===== config.mk =====
export PLATFORM = sky130hd
export DESIGN_NAME = proc_sequencer
export DESIGN_NICKNAME = d
export VERILOG_FILES = /design/src/rtl/proc_sequencer.sv
export SDC_FILE = /design/constraint.sdc
export NUM_CORES = 1
export LEC_CHECK = 0
export ABC_AREA = 1
export CORE_AREA = 2 2 84 86
export DETAILED_ROUTE_END_ITERATION = 8
export DIE_AREA = 0 0 86 88
export PLACE_DENSITY_LB_ADDON = 0.3
export SYNTH_ARGS = -nofsm -noshare
export SYNTH_HDL_FRONTEND = slang
export SYNTH_SLANG_ARGS = --single-unit
export TNS_END_PERCENT = 50

===== constraint.sdc =====
create_clock -name clk -period 1.93 [get_ports clk]
set_input_delay 0.386 -clock clk [delete_from_list [all_inputs] [get_ports clk]]
set_output_delay 0.386 -clock clk [all_outputs]
set_load 0.03 [all_outputs]

===== src/rtl/proc_sequencer.sv =====
// proc_sequencer: four-state instruction sequencer (FETCH/DECODE/EXECUTE/WRITEBACK)
// advanced by a tick that comes from a free-run prescaler or from single-step requests.
module proc_sequencer #(
    parameter int unsigned ROM_SIZE = 16,
    parameter int unsigned TICK_DIV = 50000000
) (
    input  logic        clk,
    input  logic        rst,
    input  logic        run,
    input  logic        step,
    input  logic [15:0] instruction,
    input  logic        alu_zero,
    input  logic [15:0] data_a,
    output logic [3:0]  pc,
    output logic [15:0] ir,
    output logic        write_enable,
    output logic        wb_sel,
    output logic        zero_flag,
    output logic [7:0]  out_value,
    output logic [1:0]  state
);

    localparam int unsigned PC_W  = 4;
    localparam int unsigned IR_W  = 16;
    localparam int unsigned OUT_W = 8;
    localparam int unsigned CNT_W = 32;

    localparam logic [CNT_W-1:0] CNT_LAST = CNT_W'(TICK_DIV - 1);
    localparam logic [PC_W-1:0]  PC_LAST  = PC_W'(ROM_SIZE - 1);

    localparam logic [3:0] OP_LDI = 4'h1;
    localparam logic [3:0] OP_ADD = 4'h2;
    localparam logic [3:0] OP_SUB = 4'h3;
    localparam logic [3:0] OP_JMP = 4'h8;
    localparam logic [3:0] OP_BR  = 4'hC;
    localparam logic [3:0] OP_OUT = 4'hF;

    typedef enum logic [1:0] {
        S_FETCH     = 2'd0,
        S_DECODE    = 2'd1,
        S_EXECUTE   = 2'd2,
        S_WRITEBACK = 2'd3
    } state_e;

    state_e            cur_state;
    state_e            nxt_state;
    logic [CNT_W-1:0]  presc_cnt;
    logic              step_q;
    logic              step_pulse;
    logic              tick_c;
    logic [3:0]        opcode_c;
    logic [PC_W-1:0]   jmp_addr_c;
    logic [PC_W-1:0]   pc_inc_c;
    logic              is_write_c;
    logic              unused_data_hi;

    // Upper byte of read port A is never displayed.
    assign unused_data_hi = ^data_a[15:8];

    assign opcode_c   = ir[15:12];
    assign jmp_addr_c = ir[11:8];
    assign pc_inc_c   = (pc == PC_LAST) ? '0 : pc + PC_W'(1);
    assign is_write_c = (opcode_c == OP_LDI) || (opcode_c == OP_ADD) || (opcode_c == OP_SUB);
    assign state      = cur_state;

    // Prescaler: counts only while running; held at 0 otherwise so any run edge restarts it.
    always_ff @(posedge clk) begin
        if (rst) begin
            presc_cnt <= '0;
        end else if (!run) begin
            presc_cnt <= '0;
        end else if (presc_cnt == CNT_LAST) begin
            presc_cnt <= '0;
        end else begin
            presc_cnt <= presc_cnt + CNT_W'(1);
        end
    end

    // Step edge detector: one registered pulse per 0->1 step edge while stepping.
    always_ff @(posedge clk) begin
        if (rst) begin
            step_q     <= 1'b0;
            step_pulse <= 1'b0;
        end else begin
            step_q     <= step;
            step_pulse <= step & ~step_q & ~run;
        end
    end

    // Tick source selection.
    always_comb begin
        tick_c = 1'b0;
        if (run) begin
            tick_c = (presc_cnt == CNT_LAST);
        end else begin
            tick_c = step_pulse;
        end
    end

    // FSM state register.
    always_ff @(posedge clk) begin
        if (rst) begin
            cur_state <= S_FETCH;
        end else begin
            cur_state <= nxt_state;
        end
    end

    // FSM next state: one step around the ring per tick.
    always_comb begin
        nxt_state = cur_state;
        if (tick_c) begin
            case (cur_state)
                S_FETCH:     nxt_state = S_DECODE;
                S_DECODE:    nxt_state = S_EXECUTE;
                S_EXECUTE:   nxt_state = S_WRITEBACK;
                S_WRITEBACK: nxt_state = S_FETCH;
                default:     nxt_state = S_FETCH;
            endcase
        end
    end

    // Datapath registers updated on the tick of the relevant state.
    always_ff @(posedge clk) begin
        if (rst) begin
            pc           <= '0;
            ir           <= '0;
            write_enable <= 1'b0;
            wb_sel       <= 1'b0;
            zero_flag    <= 1'b0;
            out_value    <= '0;
        end else begin
            write_enable <= 1'b0;
            if (tick_c) begin
                case (cur_state)
                    S_FETCH: begin
                        ir <= IR_W'(instruction);
                    end
                    S_EXECUTE: begin
                        write_enable <= is_write_c;
                        wb_sel       <= (opcode_c == OP_ADD) || (opcode_c == OP_SUB);
                        if (opcode_c == OP_SUB) begin
                            zero_flag <= alu_zero;
                        end
                        if (opcode_c == OP_OUT) begin
                            out_value <= OUT_W'(data_a[7:0]);
                        end
                    end
                    S_WRITEBACK: begin
                        if (opcode_c == OP_JMP) begin
                            pc <= jmp_addr_c;
                        end else if ((opcode_c == OP_BR) && zero_flag) begin
                            pc <= jmp_addr_c;
                        end else begin
                            pc <= pc_inc_c;
                        end
                    end
                    default: begin
                    end
                endcase
            end
        end
    end

endmodule


==> impl_metrics.toml <==
[finish]
synthToLayoutAreaGrowth_pct = 27.9
final_common_cell = "nand2_1"
final_cells = 628
n_antenna_cell = 0
drive_gt1_frac = 0.119
nNetsFinal = 586
layout_common_cells = "106 x nand2_1, 72 x nor2_1, 67 x dfxtp_1"

[cts]
path_clk_slew_ns = 0.07
cts_root_buf = "clkbuf_8"
cts.sinks = 67
post-cts-setup-buffers = 0
cts_tree = "yes"
h-tree-depth = 3
cts.path.max_buffers = 2
cts_inserted_buffers = 9
clkLatencyLatePin_ns = 0.34

[grt]
grt_pass1_vias = 2869
antenna_found_initial = 0
grtUsageMet3 = 0.0584
grtUsageMet2 = 0.336
use_met1 = 0.262
top_usage_layer = "met2"
grt_max_degree = 22
gr-total-overflow = 0
track_usage = 0.208
grt_pass1_wl_mm = 12.5

[worst_setup_path]
critPathSlowestCell = "clkdlybuf4s50_1"
startpoint = "state[1]$_SDFFE_PP0N_"
r2r-start = "presc_cnt[0]$_SDFF_PP0_"
cp_num_buf_inv = 1
path_delay_family = "buffers and inverters"
crit_path_start_kind = "flop"
endpoint_kind = "output pin"
worstPathMaxFanout = 4
critPathArrivalTime_ns = 1.45
path_class = "flop to output pin"
crit_required_ns = 1.54
max_stage_delay_ns = 0.70
path_cells = "clkdlybuf4s50_1"

[sta]
fin_tns_setup_ns = 0
final-hold-violation-count = 0
hold_ws_ns = 0.389
slew_viol_final = 0
period_minus_slack_ns = 1.83
grt_setup_unrepaired = "yes"
maxSlewHeadroom = 0.672
fin_ws_ns = 0.0987
tightestPinTransition_ns = 0.489
period_share = 0.949
fin_skew_ns = 0.00927
fmax_mhz = 546
setup_viol = 0

[drt]
antenna_left = 0
drc = 0
routedWlPerCell_um = 12.1
vias = 3155
drtIter0Drc = 152
drt_wl_total_mm = 7.59
drt_pre_antenna_iters = 4
viasPerCell = 5.02

[floorplanning]
die_x_um = 86
pin_count = 70
initial_core_util = 0.503
rows = 30
die_area_um2 = 7570
die_h_um = 88
core_area_um2 = 6640

[synth]
ys_ff_latch = 67
synthDistinctLibCells = 33
syn_avg_cell_area_um2 = 7.09
mappedNetlistArea_um2 = 3340
syn_inst = 471
seq_area_frac_synth = 0.402
synth_fp_nets = 514
ys_warn_count = 0

[run]
maxCapViolations = 0

[pwr]
power.leakage_nw = 1.61
powerDensity_nw_per_um2 = 637
total_power_w = 0.00272
ir_worst_vdd_mv = 0.350

[hold_path]
hold_start = "step_q$_SDFF_PP0_"
hp-class = "flop to flop"

[placement]
hpwl_mm = 5.51
place_inst = 612
gp_congestion = 0.852
numPortBuffers = 61
pre_cts_slack_ns = 0.0647

[outcome]
status = "finished, final reports clean"
-- area by class of cell --
class	count	area [um2]
Clock inverter	6	32.5
Inverter	60	233
Tap cell	80	100
Multi-Input combinational cell	334	1730
Fill cell	603	2370
Sequential cell	67	1340
Clock buffer	10	128
Timing Repair Buffer	71	711
-- kinds of logic (layout without fill, tap and decap cells) --
| group | Yosys count | after routing | synth area share |
|---|---|---|---|
| adders and majority gates | 6 | 6 | 0.0225 |
| AOI/OAI and AO/OA | 50 | 50 | 0.0779 |
| xor gates and xnor gates | 8 | 8 | 0.0210 |
| and+or+nand+nor | 268 | 268 | 0.381 |
| DFF | 67 | 67 | 0.402 |
| buffers and inverters | 70 | 147 | 0.0888 |
| muxes | 2 | 2 | 0.00674 |
-- repair_timing --
item,CTS,global route
endpoints found under the setup margin,0,23
gates resized for setup,0,8
hold buffers,0,0
-- cell usage after synthesis (all sizes together) --
cell / number / area share
or2: 3 / 0.0056
nand3b: 3 / 0.0067
nand3: 36 / 0.072
xnor2: 3 / 0.0079
xor2: 5 / 0.013
buf: 6 / 0.015
inv: 60 / 0.069
a21oi: 36 / 0.056
o21ai: 13 / 0.019
o21a: 1 / 0.0022
nor4: 3 / 0.0056
dfxtp: 67 / 0.40
mux2: 2 / 0.0067
nand2: 116 / 0.14
nor3: 12 / 0.018
nor2: 81 / 0.10
ha: 6 / 0.022
nor3b: 2 / 0.0045
clkbuf: 4 / 0.0045
nand4: 12 / 0.027
-- report_power, final --
part           switching, W  total (W)  internal [W]  leakage, nW
registers         0.0000212    0.00143       0.00141        0.542
clock network      0.000518   0.000972      0.000454       0.0856
logic              0.000177   0.000321      0.000144        0.986
total              0.000716    0.00272       0.00201         1.61
-- final timing paths --
check	endpoint	slack, ns	depth (start not counted)
worst min-delay path	step_pulse$_SDFF_PP0_	0.39	1
worst min register to register	step_pulse$_SDFF_PP0_	0.39	1
worst max register to register	wb_sel$_SDFFE_PP0P_	0.13	12
worst max-delay path	state[1]	0.1	1
-- metrics by stage --
stage                     utilization  area, um2
after global placement          0.615       4080
final                           0.643       4270
after floorplan                     -       3340
after global routing            0.643       4270
after detailed placement        0.615       4080
after CTS                       0.639       4240
-- routing by layer --
metal | part of all wire | up-vias
met1 | 0.47 | 1442
met4 | 0.015 | 0
met2 | 0.46 | 65
met5 | 0 | -
met3 | 0.049 | 9
li1 | - | 1639
-- state kept, by name, summed over array words and instances (netlist names) --
name	cells
presc_cnt	32
ir	16
out_value	8
pc	4
state	2
step_pulse	1
step_q	1
wb_sel	1
write_enable	1
zero_flag	1
(Power assumes the default switching activity.)
